[src/rtl/stb_fifo_fwd.sv]
// In-order store buffer with DCache drain port and youngest-match store-to-load forwarding.
// Drain and forwarding outputs depend only on registered state and the load lookup address.
module stb_fifo_fwd #(
  parameter  int ADDR_W = 8,
  parameter  int DATA_W = 16,
  parameter  int DEPTH  = 4,
  localparam int BE_W   = DATA_W / 8,
  localparam int PTR_W  = $clog2(DEPTH),
  localparam int CNT_W  = $clog2(DEPTH) + 1
) (
  input  logic              clk,
  input  logic              rst_n,
  input  logic              lsummu2stb_req,
  input  logic [ADDR_W-1:0] lsummu2stb_addr,
  input  logic [DATA_W-1:0] lsummu2stb_wdata,
  input  logic [BE_W-1:0]   lsummu2stb_sel_byte,
  output logic              stb2lsummu_ack,
  input  logic [ADDR_W-1:0] lsummu2stb_ld_addr,
  output logic              stb2lsummu_hit,
  output logic [DATA_W-1:0] stb2lsummu_rdata,
  output logic [BE_W-1:0]   stb2lsummu_sel_byte,
  output logic              stb2dcache_req,
  output logic [ADDR_W-1:0] stb2dcache_addr,
  output logic [DATA_W-1:0] stb2dcache_wdata,
  output logic [BE_W-1:0]   stb2dcache_sel_byte,
  input  logic              dcache2stb_ack,
  output logic [CNT_W-1:0]  stb_count,
  output logic              stb_empty,
  output logic              stb_full
);

  logic [ADDR_W-1:0] addr_q  [DEPTH];
  logic [DATA_W-1:0] wdata_q [DEPTH];
  logic [BE_W-1:0]   sel_q   [DEPTH];
  logic [DEPTH-1:0]  valid_q, valid_d;
  logic [PTR_W-1:0]  wr_ptr_q, wr_ptr_d;
  logic [PTR_W-1:0]  rd_ptr_q, rd_ptr_d;
  logic [CNT_W-1:0]  count_q, count_d;
  logic              push, pop;

  assign stb_empty      = (count_q == '0);
  assign stb_full       = (count_q == CNT_W'(DEPTH));
  assign stb_count      = count_q;
  assign stb2lsummu_ack = !stb_full;
  assign stb2dcache_req = !stb_empty;

  // Accept/drain decisions use only registered status, so a pop never frees a slot for a same-cycle push.
  assign push = lsummu2stb_req && !stb_full;
  assign pop  = dcache2stb_ack && !stb_empty;

  always_comb begin
    valid_d  = valid_q;
    wr_ptr_d = wr_ptr_q;
    rd_ptr_d = rd_ptr_q;
    count_d  = count_q;
    if (push) begin
      valid_d[wr_ptr_q] = 1'b1;
      wr_ptr_d          = wr_ptr_q + PTR_W'(1);
    end
    if (pop) begin
      valid_d[rd_ptr_q] = 1'b0;
      rd_ptr_d          = rd_ptr_q + PTR_W'(1);
    end
    if (push && !pop) begin
      count_d = count_q + CNT_W'(1);
    end else if (pop && !push) begin
      count_d = count_q - CNT_W'(1);
    end
  end

  always_ff @(posedge clk or negedge rst_n) begin
    if (!rst_n) begin
      valid_q  <= '0;
      wr_ptr_q <= '0;
      rd_ptr_q <= '0;
      count_q  <= '0;
    end else begin
      valid_q  <= valid_d;
      wr_ptr_q <= wr_ptr_d;
      rd_ptr_q <= rd_ptr_d;
      count_q  <= count_d;
    end
  end

  // Payload is qualified by valid_q everywhere it is read, so it carries no reset.
  always_ff @(posedge clk) begin
    if (push) begin
      addr_q[wr_ptr_q]  <= lsummu2stb_addr;
      wdata_q[wr_ptr_q] <= lsummu2stb_wdata;
      sel_q[wr_ptr_q]   <= lsummu2stb_sel_byte;
    end
  end

  always_comb begin
    stb2dcache_addr     = '0;
    stb2dcache_wdata    = '0;
    stb2dcache_sel_byte = '0;
    if (!stb_empty) begin
      stb2dcache_addr     = addr_q[rd_ptr_q];
      stb2dcache_wdata    = wdata_q[rd_ptr_q];
      stb2dcache_sel_byte = sel_q[rd_ptr_q];
    end
  end

  // Walk oldest-to-youngest starting at wr_ptr; later matches overwrite, so the youngest wins.
  always_comb begin : fwd_search
    logic [PTR_W-1:0] idx;
    stb2lsummu_hit      = 1'b0;
    stb2lsummu_rdata    = '0;
    stb2lsummu_sel_byte = '0;
    idx                 = wr_ptr_q;
    for (int k = 0; k < DEPTH; k++) begin
      if (valid_q[idx] && (addr_q[idx] == lsummu2stb_ld_addr)) begin
        stb2lsummu_hit      = 1'b1;
        stb2lsummu_rdata    = wdata_q[idx];
        stb2lsummu_sel_byte = sel_q[idx];
      end
      idx = idx + PTR_W'(1);
    end
  end

endmodule
[config.mk]
export PLATFORM = sky130hd
export DESIGN_NAME = stb_fifo_fwd
export DESIGN_NICKNAME = d
export VERILOG_FILES = /design/src/rtl/stb_fifo_fwd.sv
export SDC_FILE = /design/constraint.sdc
export NUM_CORES = 1
export LEC_CHECK = 0
export CAP_MARGIN = 30
export CORE_ASPECT_RATIO = 1.75
export CORE_UTILIZATION = 53
export DETAILED_ROUTE_END_ITERATION = 10
export GPL_TIMING_DRIVEN = 0
export PLACE_DENSITY = 0.8
export SKIP_CTS_REPAIR_TIMING = 1
export SYNTH_ARGS = -nofsm -noshare
export SYNTH_HDL_FRONTEND = slang
export SYNTH_SLANG_ARGS = --single-unit
[constraint.sdc]
create_clock -name clk -period 4.6 [get_ports clk]
set_input_delay 0.92 -clock clk [delete_from_list [all_inputs] [get_ports clk]]
set_output_delay 0.92 -clock clk [all_outputs]
set_load 0.05 [all_outputs]
---- Yosys cells after proc, flatten, opt, wreduce, memory -nomap -nowiden ----
Memories as Yosys holds them, arrays and structs flattened.
Index checks and enable logic that the tools add are counted.
word-level totals
  output and inout port bits .............. 52
  memories ................................ 3
  flip-flop bits (word level) ............. 11
  input bits .............................. 38
  bits in writable memories ............... 104
  word-level logic and storage cells ...... 77
operators by class
  $lt $le $gt $ge ......................... 7
  bitwise logic cells ..................... 3
  add/subtract/negate cells ............... 6
  multiplexer cells ....................... 33
  reduce and logical (&&, ||, !) cells .... 16
  eq/ne operators ......................... 5
memory list
  memory   words  width  rd ports  clocked after memory_dff  wr ports  RTL line  text
  wdata_q  4      16     5         0                         1         33        logic [DATA_W-1:0] wdata_q [DEPTH];
  addr_q   4      8      5         0                         1         32        logic [ADDR_W-1:0] addr_q [DEPTH];
  sel_q    4      2      5         0                         1         34        logic [BE_W-1:0] sel_q [DEPTH];
operator list
  operator             count
  $mux 16              5
  $eq 8x8->1           4
  $lt 2x3->1 const B   5
  $mux 1               12
  $logic_and 1x1->1    10
  $mux 2               5
  $add 2x1->2 const B  4
  $bmux 1 s2           4
  $mux 4               2
  $mux 8               1
  $mux 3               2
  $and 4x4->4          1
  $demux 1 s2          2
  $ge 2x1->1 const B   2
  $logic_not 1->1      4
  $not 4->4            1
  $or 4x4->4           1
  $add 3x1->3 const B  1
  $eq 3x3->1 const B   1
  $logic_not 3->1      1
  $sub 3x1->3 const B  1
  $reduce_bool 2->1    1

---- Longest topological paths before layout ----
  depth after elaboration ................. 8
  mapped depth ............................ 17

---- Least setup slack after synthesis ----
OpenSTA, ideal clock, no wires.
  path kind ............................... register to output
  from .................................... register wr_ptr_q[1]
  to ...................................... output port stb2lsummu_rdata[0]
  stages on the path, launching flop included .. 16
  setup slack ............................. -0.555 ns
  arrival ................................. 4.235 ns
  buffers on the path ..................... 7
  cell sequence ........................... dfrtp_1 buf_2 buf_6 clkbuf_1 buf_2 inv_1 ha_1 buf_6 mux4_2 xnor2_2 nand4_2 or2_1 buf_6 buf_6 o221a_1 o22ai_1
between the ends
  longest elaborated chain between the ends .. 7
ends and longest elaborated chain
  item                                                     RTL line  text
  start, declared                                          36        logic [PTR_W-1:0] wr_ptr_q, wr_ptr_d;
  start signal, assigned                                   79        wr_ptr_q <= wr_ptr_d;
  $add 2x1->2, or another cell as far along (3 in series)  118       idx = idx + PTR_W'(1);
  $mem_v2 4x8, or another cell as far along                n/a
  $eq 8x8->1, or another cell as far along                 113       if (valid_q[idx] && (addr_q[idx] == lsummu2stb_ld_addr)) begin
  $logic_and 1x1->1 / $mux 16 (equally long branches)      113
  $mux 16 (*)                                              113
  end, declared                                            20        output logic [DATA_W-1:0] stb2lsummu_rdata,
Mark *: on every way between the ends. The rest lies on a longest branch, timed or not. The select of a mux whose other input is x is not followed.

---- Worst setup path after layout ----
Same ends and word-level chain as after synthesis.

==> results.json <==
{
  "outcome": "finished with violations",
  "violations": "DRC, setup timing",
  "cp.required_ns": 3.68,
  "power.density_nw_per_um2": 836.7,
  "crit_fanout": 8,
  "post-route-period-util": 1.076,
  "drive_above_1_share": 0.4240,
  "p_sw_mw": 4.403,
  "rsz0062_at_grt": "true",
  "async_flop_share": 0.09565,
  "wl_um": 27180,
  "seqCellArea_um2": 3398,
  "clock_path_buffers": 2,
  "synth_edf_count": 104,
  "cts_tree": "yes",
  "path_buf_inv": 11,
  "synth-compound-area-share": 0.09031,
  "htreeDepth": 4,
  "clock_latency_ns": 0.43,
  "min_path_type": "flip-flop to flip-flop",
  "drv_cap": 0,
  "synth_xor_xnor_area_share": 0.04464,
  "syn_nets": 660,
  "dpl.hpwl_um": 17030,
  "crit_slowest_cell": "nor4_2",
  "cts_root_buffer": "clkbuf_16",
  "placedInstanceArea_um2": 9844,
  "synth-simple-area-share": 0.06388,
  "internal_power_mw": 5.158,
  "firstDrtPassIters": 11,
  "multiInputGateArea_um2": 5147,
  "fp.dieArea_um2": 16610,
  "fin_ws_ns": -0.3519,
  "clkSinkCount": 115,
  "cp-end-kind": "primary output",
  "seqPwrFrac": 0.172,
  "antenna_found_initial": 0,
  "fmax_mhz": 201.9,
  "path_depth": 18,
  "crit_arrival_ns": 4.03,
  "hold_violations": 0,
  "peakVddDrop_uv": 531.0,
  "nFillCells": 981,
  "grt_first_pass_wirelength_um": 37160,
  "ant_nets": 0,
  "yosysSeqAreaShare": 0.3988,
  "ys_ff_latch": 115,
  "hold_depth": 1,
  "initial_core_util": 0.5393,
  "leakagePower_nw": 4.203,
  "grt_pass1_vias": 6679,
  "die_h_um": 169.7,
  "io_pins": 90,
  "fp-row-count": 61,
  "grt_max_degree": 28,
  "slew_headroom": 0.4078,
  "max_stage_delay_ns": 0.44,
  "n_antenna_cell": 0,
  "synthAdderAreaFrac": 0.01557,
  "fin_crit_ns": 4.952,
  "nets": 811,
  "coreArea_um2": 15800,
  "ys.flop_type": "edfxtp_1",
  "syn-cell-area_um2": 8521,
  "muxShareOfSynthArea": 0.3305,
  "area_growth_pct": 34.11,
  "synth_top_family_by_area": "multiplexers",
  "drc": 10,
  "wire_per_inst_um": 28.16,
  "finalMaxSlewViolations": 0,
  "pre_cts_ws_ns": -1.836,
  "crit_chain": "buf_6 -> buf_12 -> buf_12 -> buf_12 -> inv_8 -> ha_4 -> buf_12 -> buf_12 -> buf_12 -> mux2i_1 -> mux2i_1 -> xor2_1 -> nor4_2 -> nand4_4 -> buf_12 -> clkbuf_16 -> o22ai_4 -> buf_6",
  "io_buffers": 84,
  "die_x_um": 97.85,
  "final_cells": 965,
  "grt_usage": 0.3057,
  "via_per_inst": 6.949,
  "gp_congestion": 0.9286,
  "synth_cell_type_count": 58,
  "drt_iter0_drc": 686,
  "fin_skew_ns": 0.008047,
  "path_clk_slew_ns": 0.05,
  "syn_avg_cell_area_um2": 13.92,
  "reg2reg_depth": 14,
  "swShare": 0.4605,
  "grt-ovfl-total": 0,
  "path_class": "flip-flop to primary output",
  "clkPwrFrac": 0.132,
  "cp-start-kind": "flip-flop",
  "dp_cells": 886,
  "p_total_mw": 9.561,
  "final_area_um2": 11430,
  "yosys_warnings": 0,
  "vias": 6706,
  "synth_cells": 612,
  "worst_slew_pin_slew_ns": 0.8883,
  "final_util": 0.7233,
  "cpLargestDelayFamily": "buffers and inverters",
  "pwr-share-comb": 0.696,
  "finalSetupViolCount": 19,
  "cpMostUsedCell": "buf_12",
  "cts_made_buffers": 17
}
[metal layers]
metal | share of wire | global-route usage | vias to the layer above
li1 | - | - | 2749
met1 | 0.31 | 0.3144 | 3322
met2 | 0.55 | 0.5579 | 498
met3 | 0.078 | 0.05066 | 137
met4 | 0.063 | 0.2161 | 0
met5 | 0 | 0 | -
[final cells by class]
type / instances / share of cell area
buffer: 51 / 0.04106
clock buffer: 17 / 0.03723
clock inverter: 15 / 0.01172
inverter: 50 / 0.01730
multi-input combinational: 397 / 0.4505
sequential: 115 / 0.2974
tap: 189 / 0.02069
timing repair buffer: 131 / 0.1242
[final timing paths]
path / start / end / slack, ns
min: stb_count[2] / stb_count[2] / 0.52
min in group asynchronous: rst_n / valid_q[3] / 0.84
max: wr_ptr_q[1] / stb2lsummu_rdata[0] / -0.35
min reg2reg: stb_count[2] / stb_count[2] / 0.52
max reg2reg: wr_ptr_q[1] / wr_ptr_q[1] / 1.70
max in group asynchronous: rst_n / valid_q[0] / 3.41
[worst register-to-register path, delay by kind of cell, from the launching register on]
| family | cells | cell delay [ns] |
|---|---|---|
| AO/OA/AOI/OAI | 1 | 0.09 |
| buffers and inverters | 11 | 1.94 |
| AND/OR/NAND/NOR | 1 | 0.11 |
| adder cells (fa/ha/maj) | 1 | 0.32 |
| flip-flops | 1 | 0.37 |
[state kept, by name, indices dropped and copies added (netlist names)]
signal / cells
addr_q: 32
rd_ptr_q: 2
stb_count: 3
wdata_q: 64
valid_q: 4
sel_q: 8
wr_ptr_q: 2
[power groups by stage]
| stage | registers (mW) | clock network [mW] | logic [mW] |
|---|---|---|---|
| floorplan | 1.61 | 0 | 4.26 |
| global placement | 1.62 | 0 | 5.56 |
| CTS | 1.63 | 1.25 | 5.72 |
| global route | 1.66 | 1.29 | 6.93 |
| detailed placement | 1.64 | 0 | 5.68 |
| finish | 1.64 | 1.26 | 6.65 |
[synth_stat cells, drive strengths merged (8+ instances only)]
cell	n	share of area
xnor2	18	0.022
dfrtp	11	0.032
a21oi	13	0.0076
o2111ai	9	0.011
clkbuf	12	0.0053
mux4	99	0.26
mux2i	39	0.047
nand2	18	0.0079
edfxtp	104	0.37
buf	39	0.029
o221a	10	0.013
ha	9	0.013
mux2	16	0.021
inv	49	0.022
and2	29	0.021
o211a	8	0.0094
nor2	18	0.0088
o22ai	18	0.017
and3	12	0.0088
xor2	22	0.023
o21ai	27	0.016
[cell usage in the layout (no fill, tap or decap), drive strengths merged, types with 2 or more instances in the layout]
cell type / instances
a211oi: 3
o2111ai: 9
a2bb2oi: 4
nor4: 3
o221a: 10
edfxtp: 104
dfrtp: 11
clkdlybuf4s50: 65
o22ai: 18
and2: 29
xor2: 22
a21oi: 13
nor3: 2
inv: 52
mux2i: 39
nand3: 3
and3: 12
clkinvlp: 6
buf: 97
mux2: 16
nor2: 18
xnor2: 18
clkbuf: 37
nand3b: 2
ha: 9
nand4: 5
mux4: 99
o211a: 8
o21ai: 27
clkinv: 6
nand2: 18
[metrics by stage]
step	TNS [ns]	hold WS, ns
2_1_floorplan	0	0.5411
3_3_place_gp	-31.96	0.4945
3_5_place_dp	-33.48	0.5037
4_1_cts	-42.88	0.5150
5_1_grt	-6.941	0.5264
6_report	-5.873	0.5153
[logic make-up (layout without fill, tap and decap cells)]
kind of cell             count (synthesis)  count (layout)
adder cells (fa/ha/maj)                 10              10
multiplexers                           154             154
AO/OA/AOI/OAI                           99              99
buffers and inverters                  101             264
AND/OR/NAND/NOR                         93              94
XOR/XNOR                                40              40
flip-flops                             115             115
Power figures use the tool's default switching activity.
